**src/rtl/pdm_mic_tx.sv**
```systemverilog
// rtl/pdm_mic_tx.sv - PCM-to-PDM transmitter emulating a digital MEMS microphone
//
// Takes signed PCM samples on a valid/ready stream and buffers them in a
// small FIFO. A first-order sigma-delta modulator turns the current sample
// into a 1-bit stream. The stream is launched in the slot picked by channel,
// relative to an externally supplied PDM bit clock.
//
// Optional feature: define PDM_TX_DITHER_EN to add a 1-LSB LFSR dither to the
// modulator input (breaks idle tones). Left undefined, the output is fully
// deterministic.
//
// Ports:
//   clk, rst      system clock, synchronous active-high reset
//   en            modulator enable (outputs forced low when 0)
//   pdm_clk       PDM bit clock from the receiver, sampled (never a clock)
//   channel       1 = launch on pdm_clk rise (right), 0 = on fall (left)
//   hold_num      each sample is used for hold_num+1 active edges
//   s_data/s_valid/s_ready  PCM sample stream in
//   pdm_data      PDM bit out
//   pdm_oe        high during our slot, emulating the mic tri-state
//   fifo_level    current FIFO occupancy
//   underrun      sticky: a reload found the FIFO empty
//   underrun_clr  clears underrun (a simultaneous set wins)
module pdm_mic_tx #(
  parameter int DATA_W     = 16,
  parameter int FIFO_DEPTH = 4
) (
  input  logic                          clk,
  input  logic                          rst,
  input  logic                          en,
  input  logic                          pdm_clk,
  input  logic                          channel,
  input  logic [7:0]                    hold_num,
  input  logic [DATA_W-1:0]             s_data,
  input  logic                          s_valid,
  output logic                          s_ready,
  output logic                          pdm_data,
  output logic                          pdm_oe,
  output logic [$clog2(FIFO_DEPTH):0]   fifo_level,
  output logic                          underrun,
  input  logic                          underrun_clr
);

  localparam int AW = $clog2(FIFO_DEPTH);
  localparam int LW = AW + 1;
  localparam logic [AW:0] FULL_LVL = LW'(FIFO_DEPTH);

  logic [DATA_W-1:0] mem [FIFO_DEPTH];
  logic [AW-1:0]     wr_ptr;
  logic [AW-1:0]     rd_ptr;
  logic              in_reset;   // keeps s_ready low through reset

  logic              sync1;
  logic              sync2;
  logic              prev;

  logic [DATA_W-1:0] acc;
  logic [DATA_W-1:0] cur;
  logic [7:0]        hold_cnt;

  logic              rise;
  logic              fall;
  logic              act_edge;
  logic              inact_edge;
  logic              full;
  logic              empty;
  logic              push;
  logic              reload;
  logic              pop;
  logic [DATA_W-1:0] u;
  logic [DATA_W-1:0] u_mod;
  logic [DATA_W:0]   acc_next;

  assign rise       = sync2 & ~prev;
  assign fall       = ~sync2 & prev;
  assign act_edge   = channel ? rise : fall;
  assign inact_edge = channel ? fall : rise;

  assign full    = (fifo_level == FULL_LVL);
  assign empty   = (fifo_level == '0);
  assign s_ready = ~in_reset & ~full;
  assign push    = s_valid & s_ready;
  assign reload  = en & act_edge & (hold_cnt == hold_num);
  assign pop     = reload & ~empty;

  // Signed sample to offset binary: midscale (0) maps to 2^(DATA_W-1).
  assign u = {~cur[DATA_W-1], cur[DATA_W-2:0]};

`ifdef PDM_TX_DITHER_EN
  logic [15:0] lfsr;

  // Saturate so full-scale positive input never wraps to zero density.
  assign u_mod = (&u) ? u : u + DATA_W'(lfsr[0]);

  always_ff @(posedge clk) begin
    if (rst) begin
      lfsr <= 16'hACE1;
    end else if (en && act_edge) begin
      lfsr <= {lfsr[14:0], lfsr[15] ^ lfsr[13] ^ lfsr[12] ^ lfsr[10]};
    end
  end
`else
  assign u_mod = u;
`endif

  // The carry out of the accumulator is the PDM bit.
  assign acc_next = {1'b0, acc} + {1'b0, u_mod};

  always_ff @(posedge clk) begin
    if (push) begin
      mem[wr_ptr] <= s_data;
    end
  end

  always_ff @(posedge clk) begin
    if (rst) begin
      in_reset   <= 1'b1;
      sync1      <= 1'b0;
      sync2      <= 1'b0;
      prev       <= 1'b0;
      wr_ptr     <= '0;
      rd_ptr     <= '0;
      fifo_level <= '0;
      acc        <= '0;
      cur        <= '0;
      hold_cnt   <= 8'd0;
      pdm_data   <= 1'b0;
      pdm_oe     <= 1'b0;
      underrun   <= 1'b0;
    end else begin
      in_reset <= 1'b0;
      sync1    <= pdm_clk;
      sync2    <= sync1;
      prev     <= sync2;

      if (push) begin
        wr_ptr <= wr_ptr + AW'(1);
      end
      if (pop) begin
        rd_ptr <= rd_ptr + AW'(1);
      end
      fifo_level <= fifo_level + LW'(push) - LW'(pop);

      if (underrun_clr) begin
        underrun <= 1'b0;
      end

      if (!en) begin
        pdm_data <= 1'b0;
        pdm_oe   <= 1'b0;
      end else if (act_edge) begin
        pdm_data <= acc_next[DATA_W];
        acc      <= acc_next[DATA_W-1:0];
        pdm_oe   <= 1'b1;
        if (reload) begin
          hold_cnt <= 8'd0;
          if (!empty) begin
            cur <= mem[rd_ptr];
          end else begin
            cur      <= '0;
            underrun <= 1'b1;
          end
        end else begin
          // 8-bit wrap: a counter already past hold_num runs through 255.
          hold_cnt <= hold_cnt + 8'd1;
        end
      end else if (inact_edge) begin
        pdm_oe <= 1'b0;
      end
    end
  end

endmodule

```
**config.mk**
```make
export PLATFORM = sky130hd
export DESIGN_NAME = pdm_mic_tx
export DESIGN_NICKNAME = d
export VERILOG_FILES = /design/src/rtl/pdm_mic_tx.sv
export SDC_FILE = /design/constraint.sdc
export NUM_CORES = 1
export LEC_CHECK = 0
export ABC_AREA = 1
export CAP_MARGIN = 20
export CORE_ASPECT_RATIO = 1.75
export CORE_UTILIZATION = 59
export CTS_CLUSTER_DIAMETER = 200
export DETAILED_ROUTE_END_ITERATION = 8
export PLACE_DENSITY_LB_ADDON = 0.2
export SLEW_MARGIN = 40
export SYNTH_ARGS = -nofsm -noshare
export SYNTH_HDL_FRONTEND = slang
export SYNTH_SLANG_ARGS = --single-unit
```
**constraint.sdc**
```tcl
create_clock -name clk -period 3.6 [get_ports clk]
set_input_delay 0.9 -clock clk [delete_from_list [all_inputs] [get_ports clk]]
set_output_delay 0.9 -clock clk [all_outputs]
set_load 0.03 [all_outputs]
```
==> impl_metrics.py <==
metrics = {
    "synthesis": {
        "post_synth.cell_area_avg_sq_um": 8.357,
        "synth_edf_count": 64,
        "synth_seq_area_share": 0.5239,
        "synth_compound_area_frac": 0.08057,
        "yosys.area.top_type": "edfxtp_1",
        "ys_ff_latch": 120,
        "synth.distinct_cells": 37,
        "synth_common_cells": "147 x nand2_1, 102 x nor2_1, 90 x inv_1",
        "synth.mux.area_fraction": 0,
        "yosys.cell_count.top_type": "nand2_1",
        "synth.area.top_cells": "edfxtp_1 33%, dfxtp_1 19%, nand2_1 9.5%, nor2_1 6.6%, inv_1 5.8%",
        "synthCells": 695,
        "synthArstFlopShare": 0,
        "syn_nets": 753,
        "synthSimpleGateAreaFrac": 0.2454,
        "syn_area_sq_um": 5808,
        "synth-adder-area-share": 0.06075,
        "yosys.area.top_type_share": 0.3309,
        "yosys_warnings": 0,
        "ys.flop_type": "edfxtp_1",
        "synth_top_family_by_area": "simple AND/OR/NAND/NOR gates",
        "synth_xor_area_frac": 0.009048,
    },
    "cells_and_area": {
        "n_antenna_cell": 0,
        "fin_cells": 876,
        "drive_gt1_frac": 0.07958,
        "syn2layout_area_growth_pct": 18.83,
        "fin_area_sq_um": 6902,
        "fillerInstances": 735,
        "fin_nets": 799,
    },
    "setup_path": {
        "path_delay_family": "simple AND/OR/NAND/NOR gates",
        "cp-start-kind": "input pin",
        "cp_slowest_cell": "clkdlybuf4s50_1",
        "critPathMaxFanout": 3,
        "crit_buf_inv": 4,
        "cp_data_required_time_ns": 3.94,
        "crit_type": "in -> reg",
        "setup.worst_path.end_class": "register",
        "crit_cells": 15,
        "reg2reg_depth": 16,
        "crit_chain": "clkdlybuf4s50_1 > nand2_1 > inv_2 > nor2_1 > nor2_2 > nand3_2 > inv_2 > nand2_4 > nor2_8 > ha_1 > inv_1 > ha_1 > fa_1 > or2_2 > a21oi_1",
        "cpPeakStageDelay_ns": 0.44,
        "cp.arrival_ns": 3.34,
    },
    "placed_design": {
        "port_buffers": 37,
        "gp_congestion": 0.9277,
        "dp_slack_ns": 0.2325,
        "placedInstanceArea_sq_um": 6315,
        "dpl.hpwl_microns": 8517,
        "dp_cells": 844,
    },
    "cts": {
        "cts_buffers": 17,
        "cts_hold_buf": 0,
        "clk_pin_slew_ns": 0.06,
        "post_cts_buffers": 0,
        "cts_root_buf": "clkbuf_16",
        "cts_tree": "done",
        "cts_sinks": 120,
        "h-tree-depth": 4,
        "clk_path_buf_depth": 2,
        "insertion_delay_ns": 0.41,
        "cts.repair.resized": 0,
    },
    "floorplanning": {
        "core_sq_um": 9527,
        "rows": 47,
        "die_y_microns": 133.3,
        "initial_core_util": 0.6097,
        "die_area_sq_um": 10260,
        "die_x_microns": 77,
        "io_pins": 38,
    },
    "routing": {
        "vias": 4695,
        "dr_wl_met2_microns": 6974,
        "wl_met1_microns": 4660,
        "dr.first_iter.drc_count": 334,
        "postRouteAntennaNets": 0,
        "maxUsedRoutingLayer": "met4",
        "wl_per_cell_microns": 14.22,
        "met3WireLength_microns": 455,
        "finalWirelength_microns": 12460,
        "drt_pass1_iterations": 5,
        "routed_via_density": 5.360,
        "drc_errors": 0,
    },
    "timing": {
        "period_share": 0.8352,
        "setup_tns_ns": 0,
        "final_max_slew_viol_count": 0,
        "rsz0062_at_grt": "false",
        "setup_slack_ns": 0.5934,
        "fin_skew_ns": 0.008103,
        "fin_crit_ns": 3.007,
        "tightestPinTransition_ns": 0.6423,
        "setup_viol": 0,
        "slew_headroom": 0.5712,
        "hold_violations": 0,
        "timing.fmax_mhz": 332.6,
    },
    "power": {
        "power_frac_comb": 0.054,
        "seq_power_share": 0.446,
        "p_leak_nw": 3.039,
        "sw_frac_of_total": 0.2132,
        "powerDensity_nw_per_um2": 484.3,
        "pwr-share-clk": 0.500,
        "switchingPower_mw": 0.7125,
        "vdd_ir_drop_max_uv": 493.1,
        "power.internal_mw": 2.630,
    },
    "grt": {
        "gr-total-overflow": 0,
        "first_global_vias": 4637,
        "grt_antenna_before_repair": 0,
        "grt_util_all_layers": 0.2589,
        "grt_pass1_wl_microns": 20500,
        "grt_max_degree": 40,
    },
    "run": {
        "drv_cap": 0,
    },
    "outcome": {
        "outcome": "finished clean",
    },
    "worst_hold_path": {
        "hold_class": "reg -> reg",
        "hold_path_depth": 2,
    },
}
==> placed cells by master (no fill, tap or decap), drive strengths merged, types with 13 or more instances in the layout <==
cell type / count
ha: 25
edfxtp: 64
clkbuf: 19
inv: 101
o21ai: 47
o22ai: 13
nand3: 58
nor2: 106
clkdlybuf4s50: 37
a21oi: 23
nand2: 151
dfxtp: 56
==> kinds of logic (layout without fill, tap and decap cells) <==
group           Yosys count  in the layout
simple gates            334            334
flops                   120            120
buf+inv                 120            179
compound gates           88             88
fa+ha+maj                27             27
xor+xnor                  6              6
==> final timing paths <==
path / startpoint / end / slack (ns)
worst max-delay path: channel / fifo_level[2] / 0.59
worst min register to register: sync1 / sync2 / 0.42
worst max register to register: sync2 / fifo_level[2] / 1.00
worst min-delay path: sync1 / sync2 / 0.42
==> sequential cells by signal (all words and copies together) (netlist names), named ones only <==
| signal | cells |
|---|---|
| in_reset | 1 |
| underrun | 1 |
| hold_cnt | 8 |
| wr_ptr | 2 |
| prev | 1 |
| rd_ptr | 2 |
| pdm_data | 1 |
| sync1 | 1 |
| sync2 | 1 |
| acc | 16 |
| mem | 64 |
| fifo_level | 3 |
| cur | 16 |
| pdm_oe | 1 |
==> per-layer routing <==
| metal | track usage | up-vias |
|---|---|---|
| li1 | - | 2355 |
| met1 | 0.2573 | 2192 |
| met2 | 0.4911 | 113 |
| met3 | 0.05753 | 35 |
| met4 | 0.1342 | 0 |
| met5 | 0 | - |
==> per-stage QoR <==
step	util	power, mW	hold slack, ns
3_5_place_dp	0.6629	1.698	0.4076
2_1_floorplan	-	1.617	0.3883
6_report	0.7245	3.342	0.4163
4_1_cts	0.7245	3.362	0.4174
3_3_place_gp	0.6629	1.690	0.3916
5_1_grt	0.7245	3.439	0.4587
==> layout make-up <==
class | instances | area [sq um] | share of cell area
clock buffer | 19 | 432.9 | 0.06273
clock inverter | 13 | 153.9 | 0.02230
inverter | 100 | 375.4 | 0.05439
multi-input combinational | 455 | 2298 | 0.3330
sequential | 120 | 3043 | 0.4409
tap | 122 | 152.6 | 0.02212
timing repair buffer | 47 | 445.4 | 0.06454
==> tightest hold or removal path: stages (launching register included) <==
cell and delay [ns]:
dfxtp_1 0.30, inv_1 0.05, nor2_1 0.03
==> power groups by stage <==
stage / combinational (mW) / clock [mW] / sequential (mW)
detailed placement: 0.179 / 0 / 1.52
global placement: 0.173 / 0 / 1.52
global route: 0.201 / 1.74 / 1.49
floorplan: 0.0953 / 0 / 1.52
CTS: 0.182 / 1.69 / 1.49
finish: 0.180 / 1.67 / 1.49
(Power assumes the default switching activity.)
